### src/rtl/arb_rr_pry.sv
// Round-robin arbiter with a one-hot pointer, a registered grant and back-to-back grants on ack.
// Optional ARB_RR_PRY_LOCK_EN adds input lck, which holds the current grant across ack.

// Finds the lowest set bit within one group of bits.
module pry_lsb #(
  parameter int W    = 2,
  parameter int IMPL = 0
) (
  input  logic [W-1:0] req,
  output logic [W-1:0] oht
);
  generate
    if (IMPL == 0) begin : g_arith
      assign oht = req & (~req + 1'b1);
    end else begin : g_loop
      always_comb begin
        logic found;
        oht   = '0;
        found = 1'b0;
        for (int i = 0; i < W; i++) begin
          if (req[i] && !found) begin
            oht[i] = 1'b1;
            found  = 1'b1;
          end
        end
      end
    end
  endgenerate
endmodule

// LSB-first priority to one-hot. Requests are split into groups of SPLIT bits,
// the lowest set bit is found in each group, and the lowest non-empty group is selected.
module pry2oht #(
  parameter int WIDTH          = 8,
  parameter int SPLIT          = 2,
  parameter int IMPLEMENTATION = 0
) (
  input  logic [WIDTH-1:0] req,
  output logic [WIDTH-1:0] oht
);
  localparam int NG = (WIDTH + SPLIT - 1) / SPLIT;
  localparam int PW = NG * SPLIT;

  logic [PW-1:0]             req_p, oht_p;
  logic [NG-1:0][SPLIT-1:0]  grp_oht;
  logic [NG-1:0]             grp_any, grp_sel;

  always_comb begin
    req_p            = '0;
    req_p[WIDTH-1:0] = req;
  end

  genvar g;
  generate
    for (g = 0; g < NG; g++) begin : g_grp
      pry_lsb #(.W(SPLIT), .IMPL(IMPLEMENTATION)) u_grp (
        .req (req_p[g*SPLIT +: SPLIT]),
        .oht (grp_oht[g])
      );
      assign grp_any[g] = |req_p[g*SPLIT +: SPLIT];
    end
  endgenerate

  pry_lsb #(.W(NG), .IMPL(IMPLEMENTATION)) u_top (
    .req (grp_any),
    .oht (grp_sel)
  );

  always_comb begin
    oht_p = '0;
    for (int i = 0; i < NG; i++)
      if (grp_sel[i]) oht_p[i*SPLIT +: SPLIT] = grp_oht[i];
  end

  assign oht = oht_p[WIDTH-1:0];
endmodule

module arb_rr_pry #(
  parameter int WIDTH          = 8,
  parameter int SPLIT          = 2,
  parameter int IMPLEMENTATION = 0
) (
  input  logic                     clk,
  input  logic                     rst,
  input  logic [WIDTH-1:0]         req,
  input  logic                     ack,
`ifdef ARB_RR_PRY_LOCK_EN
  input  logic                     lck,
`endif
  output logic [WIDTH-1:0]         gnt,
  output logic                     vld,
  output logic [$clog2(WIDTH)-1:0] idx
);
  localparam int IW = $clog2(WIDTH);
  localparam logic [0:0] IDLE = 1'b0;
  localparam logic [0:0] BUSY = 1'b1;

  logic [0:0]       state;
  logic [WIDTH-1:0] ptr, base, above, req_m, oht_m, oht_u, cand;
  logic [IW-1:0]    idx_c;
  logic             adv;

  // While busy, gnt is the pointer the next grant will see once ack lands,
  // so the candidate is ready on the same edge.
  assign base  = (state == BUSY) ? gnt : ptr;
  assign above = ~(base | (base - 1'b1));
  assign req_m = req & above;

  pry2oht #(.WIDTH(WIDTH), .SPLIT(SPLIT), .IMPLEMENTATION(IMPLEMENTATION)) u_msk (
    .req (req_m),
    .oht (oht_m)
  );
  pry2oht #(.WIDTH(WIDTH), .SPLIT(SPLIT), .IMPLEMENTATION(IMPLEMENTATION)) u_unm (
    .req (req),
    .oht (oht_u)
  );

  assign cand = (|req_m) ? oht_m : oht_u;

  // The candidate is one-hot, so OR-ing the indices of set bits gives the binary index.
  always_comb begin
    idx_c = '0;
    for (int i = 0; i < WIDTH; i++)
      if (cand[i]) idx_c = idx_c | IW'(i);
  end

`ifdef ARB_RR_PRY_LOCK_EN
  assign adv = ack & ~lck;
`else
  assign adv = ack;
`endif

  always_ff @(posedge clk or posedge rst) begin
    if (rst) begin
      state <= IDLE;
      gnt   <= '0;
      idx   <= '0;
      ptr   <= {1'b1, {(WIDTH-1){1'b0}}};
    end else if (state == IDLE) begin
      if (|req) begin
        gnt   <= cand;
        idx   <= idx_c;
        state <= BUSY;
      end
    end else if (adv) begin
      ptr <= gnt;
      if (|req) begin
        gnt <= cand;
        idx <= idx_c;
      end else begin
        gnt   <= '0;
        idx   <= '0;
        state <= IDLE;
      end
    end
  end

  assign vld = (state == BUSY);
endmodule
### config.mk
export PLATFORM = sky130hd
export DESIGN_NAME = arb_rr_pry
export DESIGN_NICKNAME = d
export VERILOG_FILES = /design/src/rtl/arb_rr_pry.sv
export SDC_FILE = /design/constraint.sdc
export NUM_CORES = 1
export LEC_CHECK = 0
export BUFFER_PORTS_ARGS = -buffer_cell sky130_fd_sc_hd__buf_4
export CAP_MARGIN = 15
export CELL_PAD_IN_SITES_DETAIL_PLACEMENT = 0
export CELL_PAD_IN_SITES_GLOBAL_PLACEMENT = 1
export CORE_MARGIN = 1
export CORE_UTILIZATION = 40
export DETAILED_ROUTE_END_ITERATION = 12
export GPL_TIMING_DRIVEN = 0
export PLACE_DENSITY = 0.82
export SLEW_MARGIN = 30
export SYNTH_ARGS = -nofsm -noshare
export SYNTH_HDL_FRONTEND = slang
export SYNTH_SLANG_ARGS = --single-unit
### constraint.sdc
create_clock -name clk -period 3.1 [get_ports clk]
set_clock_uncertainty 0.2 [all_clocks]
set_input_delay 0.155 -clock clk [delete_from_list [all_inputs] [get_ports clk]]
set_output_delay 0.155 -clock clk [all_outputs]
set_load 0.01 [all_outputs]
After elaboration in Yosys (flattened, before gate mapping)

Index checks and enable logic that the tools add are counted.

Word-level logic and storage cells: 80
Bits of input ports: 11
Flip-flop bits (word level): 20
Output and inout bits: 12

Equal/unequal tests: 1
Reduce and logical (&&, ||, !) cells: 13
Add/sub/neg operators: 11
Muxes and demuxes: 28
Bitwise operators: 23

Operators by type and width:

| operator              | number |
|---|---|
| $mux W8               | 6 |
| $mux W3               | 8 |
| $mux W2               | 10 |
| $add A2 B1 Y2 const B | 8 |
| $and A2 B2 Y2         | 8 |
| $not A2 Y2            | 8 |
| $reduce_or A2 Y1      | 8 |
| $reduce_or A8 Y1      | 2 |
| $add A4 B1 Y4 const B | 2 |
| $and A4 B4 Y4         | 2 |
| $and A8 B8 Y8         | 1 |
| $not A4 Y4            | 2 |
| $not A8 Y8            | 1 |
| $or A8 B8 Y8          | 1 |
| $sub A8 B1 Y8 const B | 1 |
| $mux W1               | 4 |
| $reduce_and A2 Y1     | 2 |
| $ne A2 B2 Y1 const B  | 1 |
| $reduce_bool A2 Y1    | 1 |

Longest topological paths before layout

Depth after elaboration: 21
Gate-level depth with buffers: 8
Depth with buffers taken out: 6

By module

From an unflattened synthesis, not the netlist that was laid out.

Cells, all modules: 189
Area, all modules: 1702.9 sq um

By module, submodules not included:

| module                              | area each (sq um) | sequential area each (sq um) | cells each | times used |
|---|---|---|---|---|
| arb_rr_pry                          | 1310.0            | 501.7                        | 141        | 1 |
| pry_lsb at u_msk.g_grp[0].u_grp ... | 21.3              | 0.0                          | 2          | 8 |
| pry2oht                             | 75.1              | 0.0                          | 12         | 2 |
| pry_lsb at u_msk.u_top ...          | 36.3              | 0.0                          | 4          | 2 |

Worst setup path after synthesis

Ideal clock, no wire load.

Path kind: register to register
Start point: register state (netlist: vld)
End point: register idx[2]
Arrival time: 1.976 ns
Setup time: 0.141 ns
Buffers on the path: 1
Period minus slack after synthesis: 2.317 ns
Setup slack: 0.783 ns
Stages on the path, launching flop included: 8
Data required time: 2.759 ns
Path through: dfrtp_1 buf_4 nor4b_1 or2_2 o221ai_2 nor2_1 a311oi_1 a31oi_1

Word-level cells in the longest chain between the ends: 18
Elaborated cells on any way between the ends: 33
Those cells by class: 4 x add/sub; 1 x eq/ne; 12 x mux; 9 x bitwise; 7 x reduce/logical

RTL lines:

| what                   | line | text |
|---|---|---|
| start, declared        | 98   | `logic [0:0] state;` |
| start signal, assigned | 135  | `state <= IDLE;` |
| start signal, assigned | 143  | `state <= BUSY;` |
| start signal, assigned | 153  | `state <= IDLE;` |
| $mux W8                | 105  | `assign base = (state == BUSY) ? gnt : ptr;` |
| $sub A8 B1 Y8          | 106  | `assign above = ~(base \| (base - 1'b1));` |
| $or A8 B8 Y8           | 106  |  |
| $not A8 Y8             | 106  |  |
| $and A8 B8 Y8          | 107  | `assign req_m = req & above;` |
| $reduce_or A2 Y1       | 60   | `assign grp_any[g] = \|req_p[g*SPLIT +: SPLIT];` |
| $not A4 Y4             | 14   | `assign oht = req & (~req + 1'b1);` |
| $add A4 B1 Y4          | 14   |  |
| $and A4 B4 Y4          | 14   |  |
| $mux W2                | 72   | `if (grp_sel[i]) oht_p[i*SPLIT +: SPLIT] = grp_oht[i];` |
| $mux W8                | 118  | `assign cand = (\|req_m) ? oht_m : oht_u;` |
| $mux W3 (4 in a row)   | 124  | `if (cand[i]) idx_c = idx_c \| IW'(i);` |
| $mux W3                | 147  | `if (\|req) begin` |
| $mux W3                | 145  | `end else if (adv) begin` |
| $mux W3                | 139  | `end else if (state == IDLE) begin` |
| end signal, assigned   | 142  | `idx <= idx_c;` |
| end signal, assigned   | 149  | `idx <= idx_c;` |
| end, declared          | 92   | `output logic [$clog2(WIDTH)-1:0] idx` |

Several ways; a longest one is shown, not always the timed one. The select of a mux whose other input is x is not followed.
A chain may end at the register's enable or synchronous reset.

Worst setup path after layout

Start point: register state (netlist: vld)
End point: register gnt[2]

Word-level cells in the longest chain between the ends: 14
Elaborated cells on any way between the ends: 23
Those cells by class: 3 x add/sub; 1 x eq/ne; 7 x mux; 7 x bitwise; 5 x reduce/logical

RTL lines:

| what                 | line | text |
|---|---|---|
| $mux W8              | 105  |  |
| $sub A8 B1 Y8        | 106  |  |
| $or A8 B8 Y8         | 106  |  |
| $not A8 Y8           | 106  |  |
| $and A8 B8 Y8        | 107  |  |
| $reduce_or A2 Y1     | 60   |  |
| $not A4 Y4           | 14   |  |
| $add A4 B1 Y4        | 14   |  |
| $and A4 B4 Y4        | 14   |  |
| $mux W2              | 72   |  |
| $mux W8              | 118  |  |
| $mux W8              | 147  |  |
| $mux W8              | 145  |  |
| $mux W8              | 139  |  |
| end signal, assigned | 141  | `gnt <= cand;` |
| end signal, assigned | 148  | `gnt <= cand;` |
| end, declared        | 90   | `output logic [WIDTH-1:0] gnt,` |

Several ways; a longest one is shown, not always the timed one. The select of a mux whose other input is x is not followed.

==> impl_metrics.csv <==
group,metric,value,unit
setup_path,rr_endpoint,"gnt[2]$_DFFE_PP0P_",
setup_path,cp_slowest_cell,"dlygate4sd3_1",
clock_network,cts-root-buf,"clkbuf_4",
layout,fillers,243,
power_and_ir_drop,p_leak,0.771,nW
detailed_routing,wl,3210,microns
sta,finalCriticalPeriod,2.91,ns
flow_run,maxCapViolCount,0,
grt,grt_overflow,0,
setup_path,cp.arrival,2.91,ns
floorplan,die_area,3290,sq um
setup_path,cp_num_cells,9,
logic_synthesis,syn_area,1230,sq um
setup_path,setup.worst_path.class,"register to register",
grt,grt_max_degree,21,
sta,fin_setup_tns,0,ns
grt,use_met2,31.2,%
clock_network,clockBufferDepth,2,
clock_network,htreeDepth,1,
floorplan,io_pins,23,
clock_network,clk_transition_reported_paths,0.12,ns
clock_network,cts_tree,"built",
layout,instances_no_fill,192,
setup_path,crit_top_cell,"buf_4",
outcome,violations,"design-rule violations",
detailed_routing,via_per_inst,5.88,
sta,max_freq,344,MHz
setup_path,r2r_start,"vld$_DFF_PP0_",
layout,diodes,0,
detailed_routing,vias,1129,
layout,register_area,502,sq um
clock_network,cts_buffers,3,
sta,rsz0062_at_grt,"false",
setup_path,cp_max_fo,10,
worst_hold_path,hold_path_class,"primary input to register",
logic_synthesis,synth_cells,125,
placed_design,port_buffers,22,
floorplan,die_x,57.4,microns
grt,grt_use_met3,3.40,%
setup_path,cp-endpoint,"gnt[2]$_DFFE_PP0P_",
outcome,outcome,"finished, violations left",
placed_design,place_inst,178,
placed_design,dp_hpwl,2280,microns
detailed_routing,drc,1,
logic_synthesis,synth-compound-area-share,21.3,%
floorplan,rows,19,
setup_path,slowest_delay,0.55,ns
clock_network,clk_latency,0.31,ns
power_and_ir_drop,cellPowerDensity,462,nW/um^2
setup_path,path_cells,"buf_4 > buf_4 > nor3_1 > o221ai_1 > a2bb2oi_1 > nor2_1 > a41oi_4 > nand2_1 > dlygate4sd3_1",
sta,worst_pin_slew,0.751,ns
logic_synthesis,synthAdderAreaFrac,0,%
grt,grt_usage,21.2,%
layout,area_growth,29.8,%
setup_path,path_buf_inv,3,
sta,finalCritPeriodShare,93.7,%
setup_path,critPathCaptureType,"register",
detailed_routing,firstDrtPassIters,8,
floorplan,start_util,43.4,%
logic_synthesis,synth_mux_area_share,13.1,%
detailed_routing,routedWlPerCell,16.7,microns
logic_synthesis,synth_top_family_by_area,"simple AND/OR/NAND/NOR gates",
power_and_ir_drop,ir_drop,0.000339,V
sta,slew_viol_final,0,
detailed_routing,drt_iter0_drc,38,
setup_path,regToRegSetupSlack,0.19,ns
grt,antenna_found_initial,0,
layout,drive_gt1_share,32.3,%
setup_path,startpoint,"vld$_DFF_PP0_",
sta,final_hold_viol_count,0,
logic_synthesis,async_reset_ff_share,100,%
logic_synthesis,synth_cell_types,41,
logic_synthesis,synth_fp_nets,136,
logic_synthesis,synth-main-ff-cell,"dfrtp_1",
logic_synthesis,synth_xor_xnor_area_share,0,%
floorplan,core,2830,sq um
detailed_routing,antenna_left,0,
layout,final_area,1590,sq um
logic_synthesis,yosys.area_share.simple,21.6,%
logic_synthesis,synth-edff-count,0,
setup_path,crit_family,"compound AO/OA/AOI/OAI gates",
grt,grt_pass1_vias,1056,
setup_path,critPathRequiredTime,3.11,ns
logic_synthesis,yosysSeqAreaShare,40.9,%
grt,grt-busiest-layer,"met2",
logic_synthesis,yosysWarnings,0,
grt,grt_pass1_wl,5200,microns
logic_synthesis,avgSynthCellArea,9.82,sq um
layout,multi_input_area,716,sq um
setup_path,worst_setup_path_start_kind,"register",
layout,nets,173,
placed_design,place_area,1430,sq um
placed_design,place.gp.congestion,0.801,
grt,grt_util_met1,29.7,%
sta,final-setup-viol-count,0,
clock_network,cts.sinks,20,
sta,worst_slew_margin_rel,49.9,%
floorplan,die_h,57.4,microns
setup_path,reg2reg_depth,9,
logic_synthesis,ys_ff_latch,20,
==> cell usage after synthesis (all sizes together) (2+ instances only) <==
| cell type | instances | area share, % |
|---|---|---|
| nor3b | 3 | 1.8 |
| a211o | 2 | 1.4 |
| nand2 | 17 | 5.2 |
| o21ai | 4 | 1.6 |
| nand2b | 2 | 1.0 |
| o211a | 2 | 1.6 |
| inv | 2 | 0.61 |
| mux2i | 6 | 4.9 |
| nand3 | 5 | 2.0 |
| dfrtp | 19 | 39 |
| o221ai | 2 | 1.9 |
| or4 | 2 | 1.8 |
| nor2 | 6 | 1.8 |
| nor3 | 6 | 2.4 |
| nand4 | 2 | 1.0 |
| o21a | 3 | 1.8 |
| o31ai | 3 | 1.8 |
| a21oi | 7 | 3.2 |
| a31oi | 3 | 1.5 |
| a22oi | 2 | 1.2 |
| buf | 3 | 2.1 |
| mux2 | 9 | 8.3 |
==> tightest hold or removal path, stage by stage <==
cell	delay (ns)
buf_4	0.13
nand2_1	0.06
o31ai_1	0.08
nand2_1	0.09
nand2_1	0.05
==> metal layers <==
| metal | wire, microns | share of wire [%] | vias up |
|---|---|---|---|
| met5 | 0 | 0 | - |
| met4 | 73 | 2.3 | 0 |
| met3 | 135 | 4.2 | 6 |
| met2 | 1410 | 44 | 34 |
| met1 | 1600 | 50 | 542 |
| li1 | - | - | 547 |
==> worst min-delay path by stage <==
| stage | from | to | slack [ns] | cells after the start |
|---|---|---|---|---|
| 6_report | req[3] | gnt[3]$_DFFE_PP0P_ | 0.08 | 5 |
| 5_1_grt | req[5] | gnt[5]$_DFFE_PP0P_ | 0.12 | 3 |
| 4_1_cts | req[3] | gnt[3]$_DFFE_PP0P_ | 0.08 | 5 |
| 3_5_place_dp | rst | gnt[3]$_DFFE_PP0P_ | 0.14 | 2 |
| 3_3_place_gp | rst | gnt[2]$_DFFE_PP0P_ | 0.12 | 2 |
| 2_1_floorplan | rst | gnt[0]$_DFFE_PP0P_ | -0.08 | 1 |
==> cells by family (layout without fill, tap and decap cells) <==
group                  count (synthesis)  in the layout
AOI/OAI and AO/OA                     34             34
buffers and inverters                  6             42
DFF                                   20             20
muxes                                 15             15
and+or+nand+nor                       50             50
==> cells in the final DEF (no fill, tap or decap), drive strengths merged, types with 3 or more instances in the layout <==
cell type and instances:
nor3b 3, buf 27, a21oi 7, mux2 9, nand2 17, o21a 3, nand3 5, clkbuf 5
a31oi 3, nor3 6, o31ai 3, o21ai 4, mux2i 6, nor2 6, dlygate4sd3 7, dfrtp 19
==> through the flow <==
stage | total power [mW] | util (%) | hold WS, ns | setup slack, ns
6_report | 0.736 | 56.3 | 0.0797 | 0.195
5_1_grt | 0.776 | 56.3 | 0.116 | 0.0395
4_1_cts | 0.726 | 54.7 | 0.0752 | 0.0648
3_5_place_dp | 0.563 | 50.6 | 0.142 | 0.293
3_3_place_gp | 0.557 | 50.6 | 0.124 | 0.407
2_1_floorplan | 0.476 | - | -0.0819 | 0.783
==> state kept, by name, indices dropped and copies added (netlist names) <==
signal and flops:
vld 1, ptr 8, idx 3, gnt 8
==> final cells by class <==
cell class | count | share of cell area (%)
Buffer | 4 | 1.89
Clock buffer | 4 | 2.28
Inverter | 2 | 0.471
Multi-Input combinational cell | 99 | 44.9
Sequential cell | 20 | 31.5
Tap cell | 31 | 2.44
Timing Repair Buffer | 32 | 16.5
==> power by group <==
part           internal [mW]  switching (mW)  total, mW  leakage [nW]
logic                  0.120           0.128      0.249         0.494
clock network         0.0718          0.0851      0.157        0.0210
registers              0.297          0.0341      0.331         0.256
==> repair_timing <==
action | CTS | global route
endpoints found under the hold margin | 26 | 0
buffers inserted | 0 | 3
endpoints found under the setup margin | 0 | 1
hold buffers | 8 | 0
gates resized for setup | 0 | 6
Note: power is estimated with default switching activity, not from simulation.
